### src/rtl/adc_emu_pkg.sv
// adc_emu_pkg: shared FSM state type and sizing/clamp helpers for the joystick A/D emulator.
package adc_emu_pkg;

    typedef enum logic [1:0] {IDLE, CONV, DONE} state_t;

    function automatic int addr_w(input int n);
        return (n <= 2) ? 1 : $clog2(n);
    endfunction

    function automatic int clamp(input int v, input int lo, input int hi);
        return (v < lo) ? lo : ((v > hi) ? hi : v);
    endfunction

endpackage

### src/rtl/axis_emu.sv
// axis_emu: one channel's switch-driven position integrator, stepped once per vblank rise.
module axis_emu
    import adc_emu_pkg::*;
#(
    parameter int DATA_W = 8,
    parameter int STEP   = 1,
    parameter int CENTER = 127
) (
    input  logic              clk6m,
    input  logic              reset,
    input  logic              rise,
    input  logic              dec_n,
    input  logic              inc_n,
    output logic [DATA_W-1:0] pos
);

    localparam int MAXV = (1 << DATA_W) - 1;

    logic [DATA_W-1:0] r_pos;
    int                w_p;
    int                w_next;

    // Released stick returns toward CENTER, clamped so it never overshoots.
    always_comb begin
        w_p    = int'(r_pos);
        w_next = !dec_n ? clamp(w_p - STEP, 0, MAXV) :
                 !inc_n ? clamp(w_p + STEP, 0, MAXV) :
                 (w_p > CENTER) ? clamp(w_p - STEP, CENTER, MAXV) :
                                  clamp(w_p + STEP, 0, CENTER);
    end

    always_ff @(posedge clk6m) begin
        if (reset)
            r_pos <= DATA_W'(CENTER);
        else if (rise)
            r_pos <= DATA_W'(w_next);
    end

    assign pos = r_pos;

endmodule

### src/rtl/adc_joystick_emu.sv
// adc_joystick_emu: multi-channel A/D converter emulation with analog or digital-stick sources
// and a CPU start/convert/EOC/read handshake.
module adc_joystick_emu
    import adc_emu_pkg::*;
#(
    parameter int NUM_CH      = 4,
    parameter int DATA_W      = 8,
    parameter int CONV_CYCLES = 8,
    parameter int STEP        = 1,
    parameter int CENTER      = 127,
    localparam int ADDR_W     = addr_w(NUM_CH)
) (
    input  logic                     clk6m,
    input  logic                     reset,
    input  logic                     vblank,
    input  logic [2*NUM_CH-1:0]      dig_n,
    input  logic [NUM_CH-1:0]        ch_emu,
    input  logic [NUM_CH*DATA_W-1:0] analog,
    input  logic [ADDR_W-1:0]        a,
    input  logic                     wr_n,
    input  logic                     rd_n,
    output logic [15:0]              data_out,
    output logic                     eoc
);

    localparam int CW = addr_w(CONV_CYCLES);

    logic              r_vb_q;
    logic              r_wr_q;
    state_t            r_state;
    logic [CW-1:0]     r_cnt;
    logic [ADDR_W-1:0] r_ch;
    logic [DATA_W-1:0] r_result;
    logic              w_rise;
    logic              w_start;
    logic [DATA_W-1:0] w_src;
    logic [DATA_W-1:0] w_pos [NUM_CH];

    assign w_rise  = vblank & ~r_vb_q;
    assign w_start = ~wr_n & r_wr_q;
    assign w_src   = ch_emu[r_ch] ? w_pos[r_ch] : analog[r_ch*DATA_W +: DATA_W];

    for (genvar k = 0; k < NUM_CH; k++) begin : g_axis
        axis_emu #(.DATA_W(DATA_W), .STEP(STEP), .CENTER(CENTER)) u_axis (
            .clk6m (clk6m),
            .reset (reset),
            .rise  (w_rise),
            .dec_n (dig_n[2*k]),
            .inc_n (dig_n[2*k+1]),
            .pos   (w_pos[k])
        );
    end

    // Read clears eoc first so that a completing conversion in the same cycle wins.
    always_ff @(posedge clk6m) begin
        if (reset) begin
            r_vb_q   <= 1'b0;
            r_wr_q   <= 1'b1;
            r_state  <= IDLE;
            r_cnt    <= '0;
            r_ch     <= '0;
            r_result <= '0;
            data_out <= '0;
            eoc      <= 1'b0;
        end else begin
            r_vb_q <= vblank;
            r_wr_q <= wr_n;
            if (!rd_n) begin
                data_out <= {{(16-DATA_W){1'b0}}, r_result};
                eoc      <= 1'b0;
            end
            if (w_start) begin
                r_state <= CONV;
                r_ch    <= (int'(a) >= NUM_CH) ? '0 : a;
                r_cnt   <= CW'(CONV_CYCLES - 1);
                eoc     <= 1'b0;
            end else if (r_state == CONV) begin
                if (r_cnt == '0) begin
                    r_result <= w_src;
                    eoc      <= 1'b1;
                    r_state  <= DONE;
                end else begin
                    r_cnt <= r_cnt - 1'b1;
                end
            end
        end
    end

endmodule
### config.mk
export PLATFORM = sky130hd
export DESIGN_NAME = adc_joystick_emu
export DESIGN_NICKNAME = d
export VERILOG_FILES = /design/src/rtl/adc_emu_pkg.sv /design/src/rtl/axis_emu.sv /design/src/rtl/adc_joystick_emu.sv
export SDC_FILE = /design/constraint.sdc
export NUM_CORES = 1
export LEC_CHECK = 0
export CORE_ASPECT_RATIO = 0.8
export CORE_UTILIZATION = 51
export DETAILED_ROUTE_END_ITERATION = 8
export PLACE_DENSITY = 0.77
export SLEW_MARGIN = 10
export SYNTH_ARGS = -nofsm -noshare
export SYNTH_HDL_FRONTEND = slang
export SYNTH_SLANG_ARGS = --single-unit
### constraint.sdc
create_clock -name clk6m -period 2.7 [get_ports clk6m]
set_input_delay 0.54 -clock clk6m [delete_from_list [all_inputs] [get_ports clk6m]]
set_output_delay 0.54 -clock clk6m [all_outputs]
set_load 0.05 [all_outputs]
After elaboration in Yosys (flattened, before gate mapping). Cells that the tools add are included.

Bits in registers: 58. Input port bits: 51. Logic and storage cells: 124.

Add/subtract/negate cells: 9. $lt $le $gt $ge: 30. Equality and inequality tests: 2. Shift-type cells: 1. Multiplexer cells: 55. Bitwise logic cells: 6. Reductions and logical operators: 8.

Operator list (count): two-way mux 8 bit (43); less-than comparator 9 x 1 -> 1 bit (second input constant) (8); adder 8 x 1 -> 9 bit (second input constant) (4); greater-than comparator 9 x 7 -> 1 bit (second input constant) (4); greater-than comparator 9 x 8 -> 1 bit (second input constant) (4); greater-than comparator 9 bit (second input constant) (4); less-than comparator 9 x 8 -> 1 bit (second input constant) (4); subtractor 8 x 1 -> 9 bit (second input constant) (4); greater-than comparator 8 x 7 -> 1 bit (second input constant) (4); indexed part select 32 x 6 -> 8 bit (1); binary-select mux 8 bit (select 2 bit) (1); two-way mux 3 bit (3); two-way mux 1 bit (7); AND reduction 2 bit (3); nonzero test 2 bit (2); greater-or-equal comparator 3 bit (second input constant) (1); logical NOT 3 bit (1); less-than comparator 2 x 3 -> 1 bit (second input constant) (1); NOT 1 bit (3); NOT 2 -> 3 bit (1); AND reduction 3 bit (1); subtractor 3 x 1 -> 3 bit (second input constant) (1); AND 1 bit (2); binary-select mux 1 bit (select 2 bit) (1); other kinds (3) (3).

Depth between registers and ports, before layout.
Depth in word-level cells: 7. Mapped depth: 10. Depth with buffers taken out: 8.

Modules after synthesis. Synthesis repeated with hierarchy kept, for this count alone.

Cells, all modules: 688. Area, all modules: 5671.7 sq um.

By module, submodules not included: axis_emu (instances 4, cells an instance 140, area an instance 1037.2 sq um); adc_joystick_emu (instances 1, cells an instance 128, area an instance 1522.7 sq um).

Worst setup path before layout. OpenSTA, ideal clock, no wires.

Path kind: register to register. Start point: reg g_axis[1].u_axis.r_pos[0]. End point: reg g_axis[1].u_axis.r_pos[4]. Setup time: 133 ps. Arrival: 2663 ps. Required time: 2567 ps. Path slack: -96 ps. Stages on the path, launching flop included: 11. Buffers on the path: 2. Clock period less this slack: 2796 ps. Cells stage by stage: dfxtp_1 > clkbuf_1 > inv_1 > ha_1 > or4b_1 > buf_2 > or3_4 > a2111oi_4 > a211oi_2 > nor3_1 > a22oi_1.

Word-level cells in the longest chain between the ends: 7. Elaborated cells between the ends (all ways): 19. Those cells by class: add/sub: 2; order compare: 7; mux: 10.

RTL lines: start: declaration (RTL line axis_emu.sv:19) `logic [DATA_W-1:0] r_pos;`; start signal: assignment (RTL line axis_emu.sv:34) `r_pos <= DATA_W'(CENTER);`; start signal: assignment (RTL line axis_emu.sv:36) `r_pos <= DATA_W'(w_next);`; adder 8 x 1 -> 9 bit / subtractor 8 x 1 -> 9 bit (equally long branches); greater-than comparator 9 x 7 -> 1 bit / greater-than comparator 9 bit (equally long branches) (RTL line adc_emu_pkg.sv:11) `return (v < lo) ? lo : ((v > hi) ? hi : v);`; two-way mux 8 bit (2 in series) (RTL line adc_emu_pkg.sv:11); two-way mux 8 bit (RTL line axis_emu.sv:28) `(w_p > CENTER) ? clamp(w_p - STEP, CENTER, MAXV) :`; two-way mux 8 bit (RTL line axis_emu.sv:27) `!inc_n ? clamp(w_p + STEP, 0, MAXV) :`; two-way mux 8 bit (*) (RTL line axis_emu.sv:26) `w_next = !dec_n ? clamp(w_p - STEP, 0, MAXV) :`.

Mark *: on every way between the ends. The rest lies on a longest branch, timed or not. A chain may end at the register's enable or synchronous reset.

Worst setup path in the final report.
Start point: reg g_axis[1].u_axis.r_pos[0]. End point: reg g_axis[1].u_axis.r_pos[6].

Same word-level chain as after synthesis.

==> results.cfg <==
[status]
status = finished, final reports clean

[power]
comb_power_share_pct = 35.3
clkPwrFrac_pct = 34.8
power.leakage_uw = 0.00241
p_sw_uw = 1230
p_int_uw = 2270
max-vdd-ir-drop_mv = 0.277
switching_share_pct = 35.1
powerDensity_nw_per_um2 = 545
p_seq_share_pct = 29.9

[run]
maxCapViolCount = 0

[synthesis]
synth.most_common_cell = nand2_1
yosysWarnings = 0
netlist_area_sq_um = 5270
synth_top_area_share_pct = 22.0
ys_top_cells_by_count = 67 x nand2_1, 58 x dfxtp_1, 55 x clkbuf_1
synth.lib_cells_used.distinct = 78
ys_seq_area_share_pct = 22.0
synthCells = 696
synthFlopType = dfxtp_1
async_flop_share_pct = 0
avgSynthCellArea_sq_um = 7.57
synth_top_area_cell = dfxtp_1
synth_seq_cells = 58
synth_edf_count = 0
synthTopCellsByArea = dfxtp_1 22%, mux4_2 7.3%, o21ai_0 4.9%

[setup_path]
worstPathRequired_ps = 2910
crit_type = flop to flop
slowest_delay_ps = 500
setup.worst_path.end_class = flop
cp_data_arrival_time_ps = 2810
cp_cell_sequence = inv_2 > ha_4 > or4b_1 > or3_4 > a2111oi_4 > a211oi_4 > o41a_1
regToRegEndpoint = g_axis[1].u_axis.pos[6]
cp-start-kind = flop
cp_max_fo = 8
crit_path_top_delay_cell = or4b_1
rrSetupSlack_ps = 100
reg2reg_depth = 7
crit_buf_inv = 1
critical_path.top_delay_family = compound AO/OA/AOI/OAI gates
r2r_start = g_axis[1].u_axis.pos[0]

[final_layout]
syn2layout_area_growth_pct = 21.9
nFillCells = 862
multi_input_area_sq_um = 3770
drive_above_1_share_pct = 13.6
ff_latch_area_sq_um = 1160
layout.cells.non_filler = 881
final_area_sq_um = 6420
antenna_cells = 0
fin_nets = 806

[sta]
skew_ps = 7.80
fin_tns_setup_ps = 0
holdWs_ps = 449
fin_ws_ps = 104
tightest_slew_ps = 681
drv_slew = 0
finalCritPeriodShare_pct = 96.1
max_freq_mhz = 385
fin_crit_ps = 2600
max-slew-margin-rel_pct = 54.5
finalSetupViolCount = 0
hold_violations = 0

[die]
io_pins = 68
die_width_um = 116
die_height_um = 92.9
die-area_sq_um = 10700
coreArea_sq_um = 9850
fp-row-count = 32
start_util_pct = 53.5

[routing]
vias_per_cell = 6.58
dr_total_vias = 5793
wl_um = 16800
initialDrtViolationCount = 528
wl_per_cell_um = 19.1
dr.pass1.iters = 5
drc = 0
antenna_left = 0

[grt]
antenna_found_initial = 0
use_met1_pct = 41.9
track_usage_pct = 32.2
grt_remaining_overflow = 0
grt_pass1_vias = 5443
grt_pass1_wl_um = 27100
gr-usage-met2_pct = 50.3
grt.busiest_layer = met2
grt_util_met3_pct = 9.10
grt_max_degree = 28

[place]
io_buffers = 59
post-place-ws_ps = 73.3
dpl-instance-area_sq_um = 6090
numPlacedInstances = 866
gp_congestion = 0.951
dp_hpwl_um = 12200

[hold_path]
holdCritPathClass = flop to flop
hold-path-endpoint = r_result[3]
worstHoldStart = r_result[3]
whs_path_depth = 2

[clocking]
cts.path.max_buffers = 2
clkTransAtPathRegs_ps = 50
cts_sinks = 58
clockRootBuffer = clkbuf_16
clk_latency_ps = 330
numCtsBuffers = 9
cts_tree = built
post_cts_buffers = 0
htreeDepth = 3
worst register-to-register path: stages (launching register included):
cell and delay [ps]:
dfxtp_1 330, inv_2 110, ha_4 180, or4b_1 510, or3_4 380, a2111oi_4 400
a211oi_4 160, o41a_1 420
logic make-up (layout without fill, tap and decap cells):
logic type,after synthesis,count (layout),share of synthesized area [%]
AOI/OAI and AO/OA,227,227,29.3
muxes,30,30,9.78
buffers and inverters,98,140,7.65
DFF,58,58,22.0
xor gates and xnor gates,23,23,3.82
adders and majority gates,14,14,3.32
and+or+nand+nor,245,245,24.0
other,1,8,0.0712
through the flow:
| step | util (%) | total power, uW |
|---|---|---|
| after CTS | 65.0 | 3470 |
| after global placement | 61.9 | 2210 |
| after global routing | 65.2 | 3670 |
| after detailed placement | 61.9 | 2250 |
| final | 65.2 | 3500 |
| after floorplan | - | 1900 |
sequential cells by signal (all words and copies together) (netlist names):
signal             flops
g_axis.u_axis.pos     32
data_out               8
r_result               8
r_cnt                  3
r_ch                   2
r_state                2
eoc                    1
r_vb_q                 1
r_wr_q                 1
final cells by class:
| type | count | share of cell area (%) |
|---|---|---|
| tap | 136 | 2.65 |
| clock buffer | 9 | 3.51 |
| multi-input combinational | 547 | 58.7 |
| sequential | 58 | 18.1 |
| inverter | 22 | 1.29 |
| timing repair buffer | 103 | 14.5 |
| clock inverter | 6 | 1.29 |
layer usage:
metal	part of all wire (%)	routed length (um)
met5	0	0
met2	45	7490
met3	12	2050
met1	41	6900
met4	2.3	380
timing repair:
| action | 4_1_cts | 5_1_grt |
|---|---|---|
| setup endpoints to repair | 0 | 6 |
| hold buffers | 0 | 0 |
| gates resized for setup | 0 | 4 |
power by group through the flow:
stage	Sequential (uW)	Combinational, uW	Clock (uW)
after floorplan	998	902	0
after global placement	1050	1160	0
after detailed placement	1060	1190	0
after CTS	1040	1200	1230
after global routing	1060	1330	1280
final	1050	1230	1220
worst max-delay path by stage:
stage / start / endpoint / depth (start not counted)
after floorplan: g_axis[2].u_axis.pos[0] / g_axis[2].u_axis.pos[3] / 9
after global placement: g_axis[1].u_axis.pos[0] / g_axis[1].u_axis.pos[4] / 9
after detailed placement: g_axis[1].u_axis.pos[0] / g_axis[1].u_axis.pos[4] / 9
after CTS: g_axis[1].u_axis.pos[0] / g_axis[1].u_axis.pos[4] / 9
after global routing: g_axis[1].u_axis.pos[0] / g_axis[1].u_axis.pos[2] / 8
final: g_axis[1].u_axis.pos[0] / g_axis[1].u_axis.pos[6] / 7
placed cells by master (no fill, tap or decap), types with 7 or more instances in the layout:
| cell type | n |
|---|---|
| nand2_1 | 67 |
| dfxtp_1 | 58 |
| clkdlybuf4s50_1 | 58 |
| nor2_1 | 54 |
| o21ai_0 | 51 |
| a21oi_1 | 50 |
| buf_4 | 43 |
| inv_1 | 21 |
| nor3_1 | 21 |
| mux4_2 | 17 |
| xnor2_1 | 17 |
| nand3_1 | 14 |
| a31oi_1 | 14 |
| ha_1 | 13 |
| a22oi_1 | 12 |
| mux2i_1 | 11 |
| nor2b_1 | 10 |
| a211oi_1 | 10 |
| nand4_1 | 9 |
| clkbuf_16 | 9 |
| nand2b_1 | 8 |
| conb_1 | 8 |
| o211ai_1 | 7 |
| o21a_1 | 7 |
No activity file was read; power rests on OpenSTA's default activity.
